**src/rtl/scurve_stream_parser.sv**
```systemverilog
// Receive-side decoder for the S-curve test data stream: reassembles one record per DAC step
// and checks tag formats and channel/DAC sequencing.
module scurve_stream_parser #(
  parameter int unsigned DATA_WORDS = 2
) (
  input  logic                       Clk,
  input  logic                       reset,
  input  logic                       Parse_Enable,
  input  logic                       Clear_Status,
  input  logic                       fifo_empty,
  input  logic [15:0]                fifo_dout,
  output logic                       fifo_rd_en,
  output logic                       Record_Valid,
  output logic                       Record_Mode,
  output logic [5:0]                 Record_Chn,
  output logic [9:0]                 Record_DAC,
  output logic [16*DATA_WORDS-1:0]   Record_Data,
  output logic                       Parse_Done,
  output logic                       Seq_Error,
  output logic                       Tag_Error,
  output logic [7:0]                 Error_Count,
  output logic [15:0]                Discard_Count,
  output logic [16:0]                Record_Count
);

  localparam int unsigned DBits = 16 * DATA_WORDS;
  localparam int unsigned IdxW  = (DATA_WORDS > 1) ? $clog2(DATA_WORDS) : 1;

  typedef enum logic [2:0] {StIdle, StHunt, StExpChn, StExpDac, StExpData, StEmit} state_e;

  state_e            r_state, w_state_d;
  logic              r_rd_en, r_pend, r_first;
  logic              r_mode;
  logic [5:0]        r_chn, r_exp_chn;
  logic [9:0]        r_dac, r_exp_dac;
  logic [IdxW-1:0]   r_idx;
  logic [DBits-1:0]  r_data;
  logic              r_rec_mode;
  logic [5:0]        r_rec_chn;
  logic [9:0]        r_rec_dac;
  logic [DBits-1:0]  r_rec_data;
  logic              r_seq, r_tag;
  logic [7:0]        r_err_cnt;
  logic [15:0]       r_disc_cnt;
  logic [16:0]       r_rec_cnt;

  logic              w_decode, w_is_hdr, w_chn_ok, w_dac_ok, w_mode_in;
  logic [5:0]        w_chn_in;
  logic [9:0]        w_dac_in;
  logic              w_last, w_done, w_fetch_d;
  logic              w_tag_err, w_discard, w_seq_set, w_ld_chn, w_ld_dac, w_ld_data, w_hdr_sync;
  logic [DBits-1:0]  w_data_shift;

  assign w_decode     = r_pend & Parse_Enable;
  assign w_is_hdr     = (fifo_dout == 16'h5343);
  assign w_chn_ok     = ((fifo_dout[15:8] == 8'h63) || (fifo_dout[15:8] == 8'h43)) &&
                        (fifo_dout[7:6] == 2'b00);
  assign w_dac_ok     = (fifo_dout[15:12] == 4'hD) && (fifo_dout[11:10] == 2'b00);
  assign w_mode_in    = (fifo_dout[15:8] == 8'h63);
  assign w_chn_in     = fifo_dout[5:0];
  assign w_dac_in     = fifo_dout[9:0];
  assign w_data_shift = DBits'({r_data, fifo_dout});
  assign w_last       = (r_dac == 10'h3FF);
  assign w_done       = (r_state == StEmit) && w_last && (r_mode || (r_chn == 6'd63));
  assign w_fetch_d    = (w_state_d == StHunt) || (w_state_d == StExpChn) ||
                        (w_state_d == StExpDac) || (w_state_d == StExpData);

  always_comb begin
    w_state_d  = r_state;
    w_tag_err  = 1'b0;
    w_discard  = 1'b0;
    w_seq_set  = 1'b0;
    w_ld_chn   = 1'b0;
    w_ld_dac   = 1'b0;
    w_ld_data  = 1'b0;
    w_hdr_sync = 1'b0;
    if (!Parse_Enable) begin
      w_state_d = StIdle;
    end else begin
      unique case (r_state)
        StIdle: w_state_d = StHunt;
        StHunt: begin
          if (w_decode) begin
            if (w_is_hdr) begin
              w_state_d  = StExpChn;
              w_hdr_sync = 1'b1;
            end else begin
              w_discard = 1'b1;
            end
          end
        end
        StExpChn: begin
          if (w_decode) begin
            if (w_chn_ok) begin
              w_ld_chn  = 1'b1;
              w_state_d = StExpDac;
              // A run's first channel only has to be 0 in CTest mode.
              if (r_first) w_seq_set = !w_mode_in && (w_chn_in != 6'd0);
              else         w_seq_set = (w_mode_in != r_mode) ||
                                       (!w_mode_in && (w_chn_in != r_exp_chn));
            end else begin
              w_tag_err = 1'b1;
              w_hdr_sync = w_is_hdr;
              w_state_d = w_is_hdr ? StExpChn : StHunt;
            end
          end
        end
        StExpDac: begin
          if (w_decode) begin
            if (w_dac_ok) begin
              w_ld_dac  = 1'b1;
              w_state_d = StExpData;
              w_seq_set = (w_dac_in != r_exp_dac);
            end else begin
              w_tag_err = 1'b1;
              w_hdr_sync = w_is_hdr;
              w_state_d = w_is_hdr ? StExpChn : StHunt;
            end
          end
        end
        StExpData: begin
          if (w_decode) begin
            w_ld_data = 1'b1;
            if (r_idx == IdxW'(DATA_WORDS - 1)) w_state_d = StEmit;
          end
        end
        StEmit: begin
          if (!w_last)                          w_state_d = StExpDac;
          else if (!r_mode && r_chn != 6'd63)   w_state_d = StExpChn;
          else                                  w_state_d = StHunt;
        end
        default: w_state_d = StIdle;
      endcase
    end
  end

  always_ff @(posedge Clk) begin
    if (reset) begin
      r_state    <= StIdle;
      r_rd_en    <= 1'b0;
      r_pend     <= 1'b0;
      r_first    <= 1'b0;
      r_mode     <= 1'b0;
      r_chn      <= '0;
      r_exp_chn  <= '0;
      r_dac      <= '0;
      r_exp_dac  <= '0;
      r_idx      <= '0;
      r_data     <= '0;
      r_rec_mode <= 1'b0;
      r_rec_chn  <= '0;
      r_rec_dac  <= '0;
      r_rec_data <= '0;
      r_seq      <= 1'b0;
      r_tag      <= 1'b0;
      r_err_cnt  <= '0;
      r_disc_cnt <= '0;
      r_rec_cnt  <= '0;
    end else begin
      r_state <= w_state_d;
      // Strobe issue is decided against the next state so decode and the next read overlap.
      r_rd_en <= !r_rd_en && Parse_Enable && !fifo_empty && w_fetch_d;
      r_pend  <= r_rd_en && Parse_Enable;

      if (w_hdr_sync) r_first <= 1'b1;
      if (w_ld_chn) begin
        r_first   <= 1'b0;
        r_mode    <= w_mode_in;
        r_chn     <= w_chn_in;
        r_exp_dac <= '0;
      end
      if (w_ld_dac) begin
        r_dac <= w_dac_in;
        r_idx <= '0;
      end
      if (w_ld_data) begin
        r_data <= w_data_shift;
        r_idx  <= r_idx + 1'b1;
      end
      if (r_state == StExpData && w_state_d == StEmit) begin
        r_rec_mode <= r_mode;
        r_rec_chn  <= r_chn;
        r_rec_dac  <= r_dac;
        r_rec_data <= w_data_shift;
      end
      if (r_state == StEmit) begin
        r_exp_dac <= r_dac + 10'd1;
        r_exp_chn <= r_chn + 6'd1;
      end

      if (Clear_Status) begin
        r_seq      <= 1'b0;
        r_tag      <= 1'b0;
        r_err_cnt  <= '0;
        r_disc_cnt <= '0;
        r_rec_cnt  <= '0;
      end else begin
        if (w_seq_set) r_seq <= 1'b1;
        if (w_tag_err) begin
          r_tag <= 1'b1;
          if (r_err_cnt != 8'hFF) r_err_cnt <= r_err_cnt + 8'd1;
        end
        if (w_discard && r_disc_cnt != 16'hFFFF) r_disc_cnt <= r_disc_cnt + 16'd1;
        if (r_state == StEmit) r_rec_cnt <= r_rec_cnt + 17'd1;
      end
    end
  end

  assign fifo_rd_en    = r_rd_en;
  assign Record_Valid  = (r_state == StEmit);
  assign Parse_Done    = w_done;
  assign Record_Mode   = r_rec_mode;
  assign Record_Chn    = r_rec_chn;
  assign Record_DAC    = r_rec_dac;
  assign Record_Data   = r_rec_data;
  assign Seq_Error     = r_seq;
  assign Tag_Error     = r_tag;
  assign Error_Count   = r_err_cnt;
  assign Discard_Count = r_disc_cnt;
  assign Record_Count  = r_rec_cnt;

endmodule

```
**config.mk**
```make
export PLATFORM = sky130hd
export DESIGN_NAME = scurve_stream_parser
export DESIGN_NICKNAME = d
export VERILOG_FILES = /design/src/rtl/scurve_stream_parser.sv
export SDC_FILE = /design/constraint.sdc
export NUM_CORES = 1
export LEC_CHECK = 0
export CORE_MARGIN = 2
export CORE_UTILIZATION = 50
export DETAILED_ROUTE_END_ITERATION = 6
export PLACE_DENSITY = 0.81
export REMOVE_ABC_BUFFERS = 1
export SLEW_MARGIN = 20
export SYNTH_ARGS = -nofsm -noshare
export SYNTH_HDL_FRONTEND = slang
export SYNTH_SLANG_ARGS = --single-unit
```
**constraint.sdc**
```tcl
create_clock -name Clk -period 5.07 [get_ports Clk]
set_input_delay 1.014 -clock Clk [delete_from_list [all_inputs] [get_ports Clk]]
set_output_delay 1.014 -clock Clk [all_outputs]
set_load 0.03 [all_outputs]
```
== Word level (Yosys, flattened, before mapping) ==
Index checks and enable logic that the tools add are counted.
Cells by class
  bitwise operators: 1
  equality and inequality tests: 22
  reduce and logical (&&, ||, !) cells: 32
  mux-type cells: 53
  $add $sub $neg: 6
Operators with widths (count)
  $mux 1: 35
  $mux 3: 8
  $mux 10: 2
  $pmux 3 s6: 1
  $add 17x1->17 const B: 1
  $add 16x1->16 const B: 1
  $eq 16x15->1 const B: 1
  $eq 8x7->1 const B: 2
  $ne 16x16->1 const B: 1
  $logic_and 1x1->1: 13
  $eq 3x2->1 const B: 4
  $eq 3x3->1 const B: 4
  $add 10x1->10 const B: 1
  $eq 10x10->1 const B: 1
  $ne 10x10->1: 1
  $add 8x1->8 const B: 1
  $mux 2: 4
  $ne 8x8->1 const B: 1
  $add 6x1->6 const B: 1
  $eq 3x1->1 const B: 2
  $eq 6x6->1 const B: 1
  $logic_or 1x1->1: 6
  $ne 6x6->1: 1
  $ne 6x6->1 const B: 1
  13 further kinds: 20
Storage, ports and cells
  input bits: 21
  flip-flop bits (word level): 148
  output and inout bits: 95
  logic and storage cells: 134

== Longest topological paths before layout ==
  depth in word-level cells: 12
  gate-level depth with buffers: 8
  depth with buffers taken out: 6

== Worst setup path before layout ==
OpenSTA, ideal clock, no wires.
  path kind: in2reg
  start point: input fifo_dout[0]
  end point: register r_disc_cnt[12], in the netlist Discard_Count[12]
  stages: 6
  arrival time: 2.527 ns
  setup time: 0.070 ns
  path slack: 2.472 ns
  buffers on the path: 1
  path through: clkbuf_1 and3_1 and3_1 a211o_1 or4_1 a21oi_1
On the way
  cells in the longest elaborated chain, start to end: 6
Ends and longest elaborated chain
  from (decl): line 11  | input logic [15:0] fifo_dout,
  $eq 16x15->1: line 55  | assign w_is_hdr = (fifo_dout == 16'h5343);
  $mux 1: line 84  | if (w_is_hdr) begin
  $mux 1: line 83  | if (w_decode) begin
  $mux 1: line 80  | unique case (r_state)
  $mux 1: line 77  | if (!Parse_Enable) begin
  $logic_and 1x1->1: line 203  | if (w_discard && r_disc_cnt != 16'hFFFF) r_disc_cnt <= r_disc_cnt + 16'd1;
  to (signal assigned): line 203
  to (decl): line 44  | logic [15:0] r_disc_cnt;
No other way between the ends.
A chain may end at the register's enable or synchronous reset.

== Final worst setup path ==
  start point: register r_dac[0]
  end point: output Parse_Done
On the way
  cells in the longest elaborated chain, start to end: 3
Ends and longest elaborated chain
  from (decl): line 35  | logic [9:0] r_dac, r_exp_dac;
  from (signal assigned): line 173  | r_dac <= w_dac_in;
  $eq 10x10->1: line 63  | assign w_last = (r_dac == 10'h3FF);
  $logic_and 1x1->1 (2 in series): line 64  | assign w_done = (r_state == StEmit) && w_last && (r_mode || (r_chn == 6'd63));
  to (decl): line 18  | output logic Parse_Done,
No other way between the ends.

==> impl_results.md <==
- CTS tree: done
- Total grt overflow: 0
- Register area share after synthesis: 0.469
- Total chip power: 2.48 mW
- VDD IR max: 199 µV
- Worst r2r src: r_state[2]$_SDFF_PP0_
- EDFF count, synth: 0
- Tmin final: 3.74 ns
- Leading area contributor after synthesis: dfxtp_1
- First-pass GRT wire length: 24.7 mm
- Fmax: 267 MHz
- Clock net sink count: 148
- Post-DR wirelength/cell: 14.4 µm
- Hold_buf cts: 0
- Critical Path Source: r_dac[0]$_SDFFE_PP0P_
- Clk_skew: 0.00713 ns
- MaxCap Viol Count: 0
- # fillers: 1080
- Initial Utilization: 0.507
- WP data required: 4.06 ns
- Synthesized area per cell: 7.97 µm²
- CP max stage delay: 0.72 ns
- # rows: 41
- Crit path max-delay family: simple AND/OR/NAND/NOR gates
- Reg2Reg Setup Slack: 2.22 ns
- Cells on Worst Hold Path: 2
- Multi-input logic area: 3130 µm²
- Yosys Warn Count: 0
- Post-Synth XOR/XNOR Area: 0.0610
- Pwr dens: 306 nW/µm²
- DRT antenna net count: 0
- Endpoints failing setup: 0
- HPWL after detailed placement: 10.1 mm
- DRC: 0
- Cell variety after synth: 54
- Seq. cell area: 2960 µm²
- Synth-to-Final Area Change: 28.1%
- Final period util: 0.738
- # diodes: 0
- Crit path max-delay cell type: clkdlybuf4s50_1
- Die height: 116 µm
- Worst-path cell chain: ha_1 -> nand3_1 -> nor4_1 -> nand2b_1 -> nor2_1 -> clkdlybuf4s50_1
- Hold Fails Final Rpt: 0
- CTS root buf: clkbuf_16
- Vias in the first global route: 5037
- Initial antenna violation count: 0
- Predominant post-synthesis flop cell: dfxtp_1
- HP Start: r_data[7]$_SDFFE_PP0P_
- Post-CTS Repair Setup Buffers: 0
- Max_slew headroom: 0.331
- Largest net degree at the start of global routing: 58
- Die outline width: 116 µm
- Startpoint Class: register
- Largest family of logic cells by synthesized area: simple AND/OR/NAND/NOR gates
- Cell area after synthesis: 6320 µm²
- Slew of the pin with the lowest slew margin: 0.996 ns
- CTS H-tree lvls: 4
- Share of the synthesized area in the top cell type: 0.469
- Reg clk slew, reported paths: 0.06 ns
- Clk buf depth: 2
- Gpl congestion: 0.817
- Compound-Gate Fraction of Synth Area: 0.142
- Adder-cell share of the synthesized area: 0.00990
- CP Class: reg -> out
- # resized after CTS: 0
- Kind of end point of the critical path: output port
- TritonCTS Buffers: 17
- Cell count after synthesis: 793
- Cells on worst reg2reg path: 5
- # IOs: 116
- Asr flop ratio synth: 0
- Number of port buffers: 115
- Later-pin clock latency in the skew report: 0.42 ns
- CP Max Fanout: 6
- CP Depth: 6
- Die area: 13600 µm²
- Total detailed-routing wirelength: 15.3 mm
- CP Buf/Inv Count: 1
- Vias per cell: 5.37
- Leak: 2.69 nW
- Area share of and/or/nand/nor cells after synthesis: 0.274
- Synthesis-stage register bit count: 148
- Arr. time, crit path: 2.73 ns
- Total track usage: 0.231
- Mux cell area share after synthesis: 0.00633
- Setup_tns: 0 ns
- DR iter-0 viols: 451
- Unrepaired setup endpoints after global routing: no
- Hold Path Sink: Record_Data[23]$_SDFFE_PP0P_
- Area of the core: 12500 µm²
- Share of layout cells above drive strength 1: 0.0459
- Final Max Tran Viols: 0
- Via count: 5720
- Top cells by area, synth: dfxtp_1, nand2_1, a21oi_1
- Status: complete, no violations
- First-pass iteration count of the detailed router: 5
- Final net count: 907
- Reg2reg end: r_state[0]$_SDFF_PP0_
- HP Class: reg -> reg
[worst max path at each step]
stage	to	slack (ns)
2_1_floorplan	r_state[0]$_SDFF_PP0_	2.23
3_3_place_gp	Record_Data[2]$_SDFFE_PP0P_	1.48
3_5_place_dp	Record_Data[17]$_SDFFE_PP0P_	1.46
4_1_cts	Parse_Done	1.35
5_1_grt	Parse_Done	1.17
6_report	Parse_Done	1.33
[per-stage QoR]
step | hold WS (ns) | area (µm²) | util | setup WS, ns | std cells
finish | 0.451 | 8100 | 0.650 | 1.33 | 1065
global placement | 0.437 | 7510 | 0.602 | 1.48 | 1034
floorplan | 0.426 | 6110 | - | 2.23 | 743
CTS | 0.450 | 8100 | 0.650 | 1.35 | 1065
detailed placement | 0.442 | 7510 | 0.602 | 1.46 | 1034
global route | 0.466 | 8100 | 0.650 | 1.17 | 1065
[cell type report]
cell class / instances / area share
clock buffers: 28 / 0.0650
clock inverters: 3 / 0.00803
inverters: 7 / 0.00324
repair buffers: 119 / 0.146
well taps: 172 / 0.0266
multi-input cells: 588 / 0.386
flip-flops and latches: 148 / 0.366
[cell families (layout without fill, tap and decap cells)]
group                    after synthesis  count (layout)
XOR/XNOR                              44              44
AO/OA/AOI/OAI                        159             159
AND/OR/NAND/NOR                      376             376
multiplexers                           4               4
flip-flops                           148             148
adder cells (fa/ha/maj)                5               5
buffers and inverters                 57             157
[cell usage after synthesis, types with 3 or more instances]
library cell and instances:
a211oi_1 7, a31oi_1 6, nand2_1 204, and3_1 11, ha_1 5, nand4b_1 3
a21oi_1 111, xor2_1 26, nor3_1 8, or3_1 7, nand3_1 28, nor2_1 52
and4_1 5, a21o_1 3, or4_1 9, dfxtp_1 148, buf_2 11, mux2i_1 4
and2_1 3, nor4_1 7, clkbuf_1 34, nand4_1 16, or3b_1 3, buf_1 4
xnor2_1 18, inv_1 7, nand3b_1 3, o31ai_1 5, o21ai_0 8, nor3b_1 4
[layout by cell type (no fill, tap or decap), types with 7 or more instances in the layout]
| cell type | Yosys | layout |
|---|---|---|
| a211oi_1 | 7 | 7 |
| a21oi_1 | 111 | 111 |
| and3_1 | 11 | 11 |
| clkbuf_16 | 0 | 17 |
| clkdlybuf4s50_1 | 0 | 114 |
| dfxtp_1 | 148 | 148 |
| inv_1 | 7 | 7 |
| nand2_1 | 204 | 204 |
| nand3_1 | 28 | 28 |
| nand4_1 | 16 | 16 |
| nor2_1 | 52 | 52 |
| nor3_1 | 8 | 8 |
| nor4_1 | 7 | 7 |
| o21ai_0 | 8 | 8 |
| or3_1 | 7 | 7 |
| or4_1 | 9 | 9 |
| xnor2_1 | 18 | 18 |
| xor2_1 | 26 | 26 |
[power by group]
| part | switching [mW] | internal [mW] |
|---|---|---|
| Sequential | 0.00122 | 1.16 |
| Clock | 0.446 | 0.800 |
| Combinational | 0.0452 | 0.0235 |
| Total | 0.492 | 1.99 |
[per-layer routing]
metal  up-vias  share of wire  track usage
met1      2640           0.46        0.313
met4         0          0.016       0.0857
met3        20          0.052       0.0488
met5         -              0            0
li1       2902              -            -
met2       158           0.47        0.364
[registers in the layout, summed over array words and instances, names as in the netlist, 3 cells and up]
signal,cells
Discard_Count,16
Record_Count,17
r_chn,6
r_dac,10
r_data,16
Record_Chn,6
Error_Count,8
Record_DAC,10
r_state,3
Record_Data,32
r_exp_dac,10
r_exp_chn,6
[worst register-to-register path: stages, from the launching register on]
cell     delay [ns]
dfxtp_1        0.51
or3b_1         0.43
nor2_2         0.58
and2_2         0.91
nor2_1         0.17
o32ai_1        0.16
Note: power is estimated with default switching activity, not from simulation.
==> RTL edit: new RTL, config.mk and constraints unchanged <==
Encoding of `state_e`: now Gray code (3 bits for 6 states).
--- a/src/rtl/scurve_stream_parser.sv
+++ b/src/rtl/scurve_stream_parser.sv
@@ -28,3 +28,3 @@
 
-  typedef enum logic [2:0] {StIdle, StHunt, StExpChn, StExpDac, StExpData, StEmit} state_e;
+  typedef enum logic [2:0] {StIdle = 3'b000, StHunt = 3'b001, StExpChn = 3'b011, StExpDac = 3'b010, StExpData = 3'b110, StEmit = 3'b111} state_e;
 
Function: same outputs for any inputs over 4 cycles, from zero or initial values and one cycle with reset high; so few cycles prove little.
==> RTL edit against the unedited design <==
Power grew 0.56%; die area grew 1.1%; critical path type unchanged; non-clock buffer count grew 3; setup slack gained 0.080 ns; sequential cell count is the same; worst hold slack lost 0.0023 ns; clock skew grew 0.0037 ns; synthesized cell count shrank 3.9%; final area grew 1.2%; wire length is essentially flat; critical path depth shrank 1; synthesized area grew 1.2%.
==> RTL edit: results (changes against the unedited design) <==
- The number of fill cells in the layout was 1058 (was 1080).
* Non-clock buffering overhead: 0.148 (was 0.146)
- The initial detailed-routing violation count was 491 (was 451).
- The total global routing track utilization was 0.233 (was 0.231).
- Commonest cells in the synthesized netlist: 148 x sky130_fd_sc_hd__dfxtp_1, 147 x sky130_fd_sc_hd__nand2_1, 95 x sky130_fd_sc_hd__a21oi_1 (was 204 x sky130_fd_sc_hd__nand2_1, 148 x sky130_fd_sc_hd__dfxtp_1, 111 x sky130_fd_sc_hd__a21oi_1).
- Clock share of power: 0.506 (was 0.502)
- Run status: complete, no violations (unchanged)
- Cells on Worst Hold Path: 1 (was 2)
- Non-clock buffer count: 122 (was 119)
- Power per unit of standard cell area: 304 nW/µm² (was 306 nW/µm²)
* Share of synthesized area occupied by flip-flops and latches: 0.463 (was 0.469)
- Reported combinational group power: 66.2 µW (was 68.7 µW)
- The capture instance of the worst register-to-register path is Record_Count[15] (was r_state[0]).
- The endpoint arrival time on the critical path is 2.65 ns (was 2.73 ns).
- The register-to-register setup slack came to 2.65 ns (was 2.22 ns).
* Clock distribution area overhead in the final layout: 0.0728 (was 0.0731)
* Synth cell types: 55 (was 54)
- Wire length of the first global-routing pass: 25200 µm (was 24700 µm)
- The HPWL after detailed placement came to 10000 µm (was 10100 µm).
* Delay of the slowest cell on the worst path: 0.74 ns (was 0.72 ns)
- Leak Pwr: 0.00289 µW (was 0.00269 µW)
- The worst min-delay path startpoint is fifo_rd_en (was r_data[7]).
* Ratio of cells with drive above 1 in the final layout: 0.0614 (was 0.0459)
* Signal inverters: 8 (was 7)
- The final-layout worst hold slack is 0.448 ns (was 0.451 ns).
- The kind of cell with the highest combined delay on the critical path was buffers and inverters (was simple AND/OR/NAND/NOR gates).
- Crit path to: Record_Valid (was Parse_Done)
[RTL edit: kinds of logic (layout without fill, tap and decap cells)]
family,count (synthesis),after routing,synth area share
and+or+nand+nor,332,332,0.253
buffers and inverters,61,162,0.0419
muxes,26,26,0.0407
xor gates and xnor gates,42,42,0.0575
AOI/OAI and AO/OA,148,148,0.134
adders and majority gates,5,5,0.00978
DFF,148,148,0.463
[RTL edit: metrics by stage]
stage	worst slack, ns	std cells	util	instance area [µm²]
after floorplan	1.67	709	-	6160
after global placement	1.78	1002	0.602	7570
after detailed placement	1.69	1002	0.602	7570
after CTS	1.40	1034	0.650	8170
after global routing	1.23	1035	0.652	8190
final	1.41	1035	0.652	8190
[RTL edit: routing by layer]
metal	part of all wire	wire length [µm]	up-vias	GRT usage
met1	0.46	6970	2660	0.298
met5	0	0	-	0
met2	0.47	7260	160	0.382
met4	0.0069	106	0	0.0682
li1	-	-	2838	-
met3	0.064	977	11	0.0721
